`src/rtl/stopwatch_pkg.sv`:
```
// Shared definitions for the MM:SS BCD stopwatch: FSM state encoding and digit limits.
package stopwatch_pkg;

   typedef enum logic [1:0] {
      IDLE  = 2'd0,
      RUN   = 2'd1,
      PAUSE = 2'd2,
      LAP   = 2'd3
   } state_t;

   localparam int unsigned SEC_U_MAX = 9;
   localparam int unsigned SEC_T_MAX = 5;
   localparam int unsigned MIN_U_MAX = 9;
   localparam int unsigned MIN_T_MAX = 5;

endpackage

```
`src/rtl/bcd_digit.sv`:
```
// One BCD digit counting 0..MAX; carry_out fires on the increment that rolls it back to 0.
module bcd_digit #(
   parameter int unsigned MAX = 9
) (
   input  logic       clk,
   input  logic       rst,
   input  logic       clr,
   input  logic       inc_in,
   output logic [3:0] q,
   output logic       carry_out
);

   localparam logic [3:0] QMAX = 4'(MAX);

   // Digit register; any out-of-range value collapses to 0 on the next increment.
   always_ff @(posedge clk) begin
      if (!rst) begin
         q <= 4'd0;
      end else if (clr) begin
         q <= 4'd0;
      end else if (inc_in) begin
         q <= (q >= QMAX) ? 4'd0 : q + 4'd1;
      end
   end

   assign carry_out = inc_in & (q == QMAX);

endmodule

```
`src/rtl/bcd_stopwatch.sv`:
```
// MM:SS stopwatch driven by rising edges of the divided clock, with run/pause, clear and lap hold.
module bcd_stopwatch
   import stopwatch_pkg::*;
#(
   parameter int unsigned TICKS_PER_COUNT = 1,
   parameter int unsigned PRE_W           = 8
) (
   input  logic        clk,
   input  logic        rst,
   input  logic        tick_in,
   input  logic        start_stop,
   input  logic        clear,
   input  logic        lap,
   output logic [15:0] digits,
   output logic        running,
   output logic        lap_active,
   output logic        wrap
);

   localparam logic [PRE_W-1:0] PRE_LAST = PRE_W'(TICKS_PER_COUNT - 1);

   state_t           state;
   logic             tick_prev;
   logic             rise;
   logic             counting;
   logic             inc;
   logic             inc_en;
   logic [PRE_W-1:0] pre;
   logic [15:0]      count;
   logic [15:0]      lap_reg;
   logic [3:0]       sec_u, sec_t, min_u, min_t;
   logic             c_sec_u, c_sec_t, c_min_u, c_min_t;

   assign rise     = tick_in & ~tick_prev;
   assign counting = (state == RUN) || (state == LAP);
   assign inc      = rise & counting & (pre == PRE_LAST);
   // clear wins over any increment landing in the same cycle
   assign inc_en   = inc & ~clear;

   // Previous tick level; resets high so a tick already high at release is not an edge.
   always_ff @(posedge clk) begin
      if (!rst) begin
         tick_prev <= 1'b1;
      end else begin
         tick_prev <= tick_in;
      end
   end

   // Prescaler: divides tick edges down to count increments, frozen outside RUN/LAP.
   always_ff @(posedge clk) begin
      if (!rst) begin
         pre <= '0;
      end else if (clear) begin
         pre <= '0;
      end else if (rise && counting) begin
         pre <= (pre == PRE_LAST) ? '0 : pre + 1'b1;
      end
   end

   bcd_digit #(.MAX(SEC_U_MAX)) u_sec_u (
      .clk       (clk),
      .rst       (rst),
      .clr       (clear),
      .inc_in    (inc_en),
      .q         (sec_u),
      .carry_out (c_sec_u)
   );

   bcd_digit #(.MAX(SEC_T_MAX)) u_sec_t (
      .clk       (clk),
      .rst       (rst),
      .clr       (clear),
      .inc_in    (c_sec_u),
      .q         (sec_t),
      .carry_out (c_sec_t)
   );

   bcd_digit #(.MAX(MIN_U_MAX)) u_min_u (
      .clk       (clk),
      .rst       (rst),
      .clr       (clear),
      .inc_in    (c_sec_t),
      .q         (min_u),
      .carry_out (c_min_u)
   );

   bcd_digit #(.MAX(MIN_T_MAX)) u_min_t (
      .clk       (clk),
      .rst       (rst),
      .clr       (clear),
      .inc_in    (c_min_u),
      .q         (min_t),
      .carry_out (c_min_t)
   );

   assign count = {min_t, min_u, sec_t, sec_u};

   // Control FSM with registered status outputs and the lap snapshot.
   always_ff @(posedge clk) begin
      if (!rst) begin
         state      <= IDLE;
         lap_reg    <= 16'h0000;
         running    <= 1'b0;
         lap_active <= 1'b0;
         wrap       <= 1'b0;
      end else begin
         wrap <= c_min_t;
         if (clear) begin
            state      <= IDLE;
            lap_reg    <= 16'h0000;
            running    <= 1'b0;
            lap_active <= 1'b0;
         end else begin
            unique case (state)
               IDLE: begin
                  if (start_stop) begin
                     state   <= RUN;
                     running <= 1'b1;
                  end
               end
               RUN: begin
                  if (start_stop) begin
                     state   <= PAUSE;
                     running <= 1'b0;
                  end else if (lap) begin
                     // snapshot is the value before this cycle's increment
                     state      <= LAP;
                     lap_active <= 1'b1;
                     lap_reg    <= count;
                  end
               end
               LAP: begin
                  if (start_stop) begin
                     state      <= PAUSE;
                     running    <= 1'b0;
                     lap_active <= 1'b0;
                  end else if (lap) begin
                     state      <= RUN;
                     lap_active <= 1'b0;
                  end
               end
               PAUSE: begin
                  if (start_stop) begin
                     state   <= RUN;
                     running <= 1'b1;
                  end
               end
               default: begin
                  state <= IDLE;
               end
            endcase
         end
      end
   end

   // lap_active is a registered copy of (state == LAP), so the mux sees only registers
   assign digits = lap_active ? lap_reg : count;

endmodule

```
`config.mk`:
```
export PLATFORM = sky130hd
export DESIGN_NAME = bcd_stopwatch
export DESIGN_NICKNAME = d
export VERILOG_FILES = /design/src/rtl/stopwatch_pkg.sv /design/src/rtl/bcd_digit.sv /design/src/rtl/bcd_stopwatch.sv
export SDC_FILE = /design/constraint.sdc
export NUM_CORES = 1
export LEC_CHECK = 0
export ABC_AREA = 1
export CAP_MARGIN = 15
export CORE_UTILIZATION = 35
export DETAILED_ROUTE_END_ITERATION = 16
export GPL_ROUTABILITY_DRIVEN = 1
export GPL_TIMING_DRIVEN = 0
export PLACE_DENSITY_LB_ADDON = 0.1
export SYNTH_ARGS = -nofsm -noshare
export SYNTH_HDL_FRONTEND = slang
export SYNTH_SLANG_ARGS = --single-unit
```
`constraint.sdc`:
```
create_clock -name clk -period 1.95 [get_ports clk]
set_input_delay 0.4875 -clock clk [delete_from_list [all_inputs] [get_ports clk]]
set_output_delay 0.4875 -clock clk [all_outputs]
set_load 0.05 [all_outputs]
```
==> results.sh <==
export IMPL_slowest_stage="clkdlybuf4s50_1"
export IMPL_cts_sinks=46
export IMPL_met2_usage=0.262
export IMPL_synth_top_family_by_area="simple AND/OR/NAND/NOR gates"
export IMPL_viasPerCell=4.86
export IMPL_synth_seq_cells=46
export IMPL_power_switching_w=0.000376
export IMPL_track_usage=0.161
export IMPL_intPower_w=0.00135
export IMPL_yosysWarnings=0
export IMPL_antenna_found_initial=0
export IMPL_synth_fa_ha_area_frac=0.0750
export IMPL_finalHoldViolations=0
export IMPL_drt_initial_drc_count=77
export IMPL_wl_per_cell_um=12.7
export IMPL_tightest_slew_ns=0.494
export IMPL_drc=0
export IMPL_fin_util=0.427
export IMPL_post_cts_buffers=0
export IMPL_ys_seq_area_frac=0.394
export IMPL_worstPathRequired_ns=1.46
export IMPL_crit_arrival_ns=1.40
export IMPL_critPathMaxFanout=1
export IMPL_met1_usage=0.223
export IMPL_ys_types=27
export IMPL_power_frac_comb=0.040
export IMPL_period_share=0.966
export IMPL_fmax_mhz=531
export IMPL_die_y_um=83.7
export IMPL_synth_compound_area_frac=0.162
export IMPL_io_pins=25
export IMPL_setup_viol=0
export IMPL_cts_made_buffers=5
export IMPL_crit_path_start_kind="flop"
export IMPL_synth_cells_most_frequent="nand2_1, dfxtp_1, o21ai_0"
export IMPL_die_x_um=83.7
export IMPL_dieArea_mm2=0.00700
export IMPL_antennaDiodeCount=0
export IMPL_rsz0062_at_grt="false"
export IMPL_row_count=29
export IMPL_setup_worst_path_class="reg -> out"
export IMPL_synth_most_common_cell="nand2_1"
export IMPL_regArea_um2=922
export IMPL_setup_tns_final_ns=0
export IMPL_min_period_ns=1.88
export IMPL_startpoint="wrap"
export IMPL_wl_mm=5.54
export IMPL_final_nets=377
export IMPL_r2r_start="u_sec_u.q[1]"
export IMPL_vias=2113
export IMPL_grt_remaining_overflow=0
export IMPL_seqPwrFrac=0.550
export IMPL_pre_cts_ws_ns=-0.487
export IMPL_worst_clock_skew_ns=0.00443
export IMPL_cts_tree="yes"
export IMPL_syn_area_per_cell_um2=7.17
export IMPL_crit_path_end_kind="primary output"
export IMPL_yosys_area_top_type="dfxtp_1"
export IMPL_synthFlopType="dfxtp_1"
export IMPL_insertion_delay_ns=0.29
export IMPL_path_cells="clkdlybuf4s50_1"
export IMPL_powerDensity_mw_per_mm2=634
export IMPL_cap_viol_max_count=0
export IMPL_grtUsageMet3=0.0267
export IMPL_netlist_area_mm2=0.00234
export IMPL_synth_edff_count=0
export IMPL_min_delay_start="running"
export IMPL_routabilityCongestion=0.850
export IMPL_grt_max_degree=14
export IMPL_netlist_instances=326
export IMPL_critPathBufInv=1
export IMPL_largest_reg_flops=16
export IMPL_drv_slew=0
export IMPL_cpPeakStageDelay_ns=0.79
export IMPL_ir_worst_vdd_mv=0.332
export IMPL_ys_top_cells_by_area="dfxtp_1, nand2_1, o21ai_0"
export IMPL_cts_root_buffer="clkbuf_8"
export IMPL_place_inst=427
export IMPL_holdCritPathClass="reg -> reg"
export IMPL_clk_pin_slew_ns=0.09
export IMPL_setup_slack_ns=0.0667
export IMPL_syn_to_final_growth_pct=16.8
export IMPL_multi_input_area_mm2=0.00123
export IMPL_grt_pass1_vias=1900
export IMPL_fillers=697
export IMPL_initial_core_util=0.366
export IMPL_switching_share=0.217
export IMPL_clkPwrFrac=0.410
export IMPL_drt_first_pass_iters=4
export IMPL_io_buffers=24
export IMPL_dpl_hpwl_mm=4.05
export IMPL_stdcell_count=435
export IMPL_synth_simple_area_share=0.271
export IMPL_grt_busiest_layer="met2"
export IMPL_synth_top_area_share=0.394
export IMPL_grt_pass1_wl_mm=9.13
export IMPL_p_leak_nw=1.19
export IMPL_cp_top_family="buffers and inverters"
export IMPL_clock_path_buffers=2
export IMPL_syn_num_nets=346
export IMPL_synth_xor_area_frac=0.0150
export IMPL_maxSlewHeadroom=0.670
export IMPL_synthMuxAreaShare=0
export IMPL_core_area_mm2=0.00639
export IMPL_cts_htree_levels=2
export IMPL_drive_gt1_frac=0.126
export IMPL_outcome="finished, final reports clean"
export IMPL_async_reset_ff_frac=0
export IMPL_final_antenna_net_count=0
==> power by group through the flow <==
stage | registers, W | clock network (W) | logic (W)
finish | 0.000951 | 0.000709 | 0.0000698
global route | 0.000952 | 0.000774 | 0.0000777
CTS | 0.000951 | 0.000735 | 0.0000704
detailed placement | 0.000973 | 0 | 0.0000700
global placement | 0.000973 | 0 | 0.0000701
floorplan | 0.000975 | 0 | 0.0000366
==> cells by family (layout without fill, tap and decap cells) <==
kind of cell | count (synthesis) | count (layout)
buffers and inverters | 50 | 82
AND/OR/NAND/NOR | 137 | 137
flip-flops | 46 | 46
adder cells (fa/ha/maj) | 14 | 14
AO/OA/AOI/OAI | 75 | 75
XOR/XNOR | 4 | 4
==> final timing paths <==
check,to,slack (ns),cells past startpoint
setup / recovery,wrap,0.07,1
hold / removal,running,0.49,2
setup reg to reg,u_min_t.q[1],0.29,10
hold reg to reg,running,0.49,2
==> metal layers <==
layer  up-vias  wire length (um)
li1       1123                 -
met1       953              2740
met2        33              2600
met3         4               165
met4         0                34
met5         -                 0
==> placed cells by master (no fill, tap or decap), types with 5 or more instances in the layout <==
master            n
dfxtp_1          45
o21ai_1          14
clkdlybuf4s50_1   6
inv_1            38
buf_2            19
o21ai_0          26
ha_1             14
clkbuf_8          5
nand2_1          56
nor2_1           39
a21oi_1          30
nand3_1          18
nor3_1            9
==> final cells by class <==
cell class / count / area share
Multi-Input combinational cell: 230 / 0.452
Sequential cell: 46 / 0.338
Timing Repair Buffer: 24 / 0.0601
Inverter: 41 / 0.0564
Tap cell: 77 / 0.0353
Clock buffer: 7 / 0.0280
Buffer: 9 / 0.0188
Clock inverter: 1 / 0.0110
==> per-stage QoR <==
stage	area [um2]	hold WS, ns	total power, W
3_5_place_dp	2680	0.481	0.00104
6_report	2730	0.490	0.00173
2_1_floorplan	2350	0.464	0.00101
5_1_grt	2730	0.515	0.00180
4_1_cts	2720	0.501	0.00176
3_3_place_gp	2680	0.466	0.00104
==> what timing repair did <==
item	4_1_cts	5_1_grt
hold buffers	0	0
hold endpoints to repair	0	0
resized for setup	88	4
endpoints found under the setup margin	17	9
No activity file was read; power rests on OpenSTA's default activity.
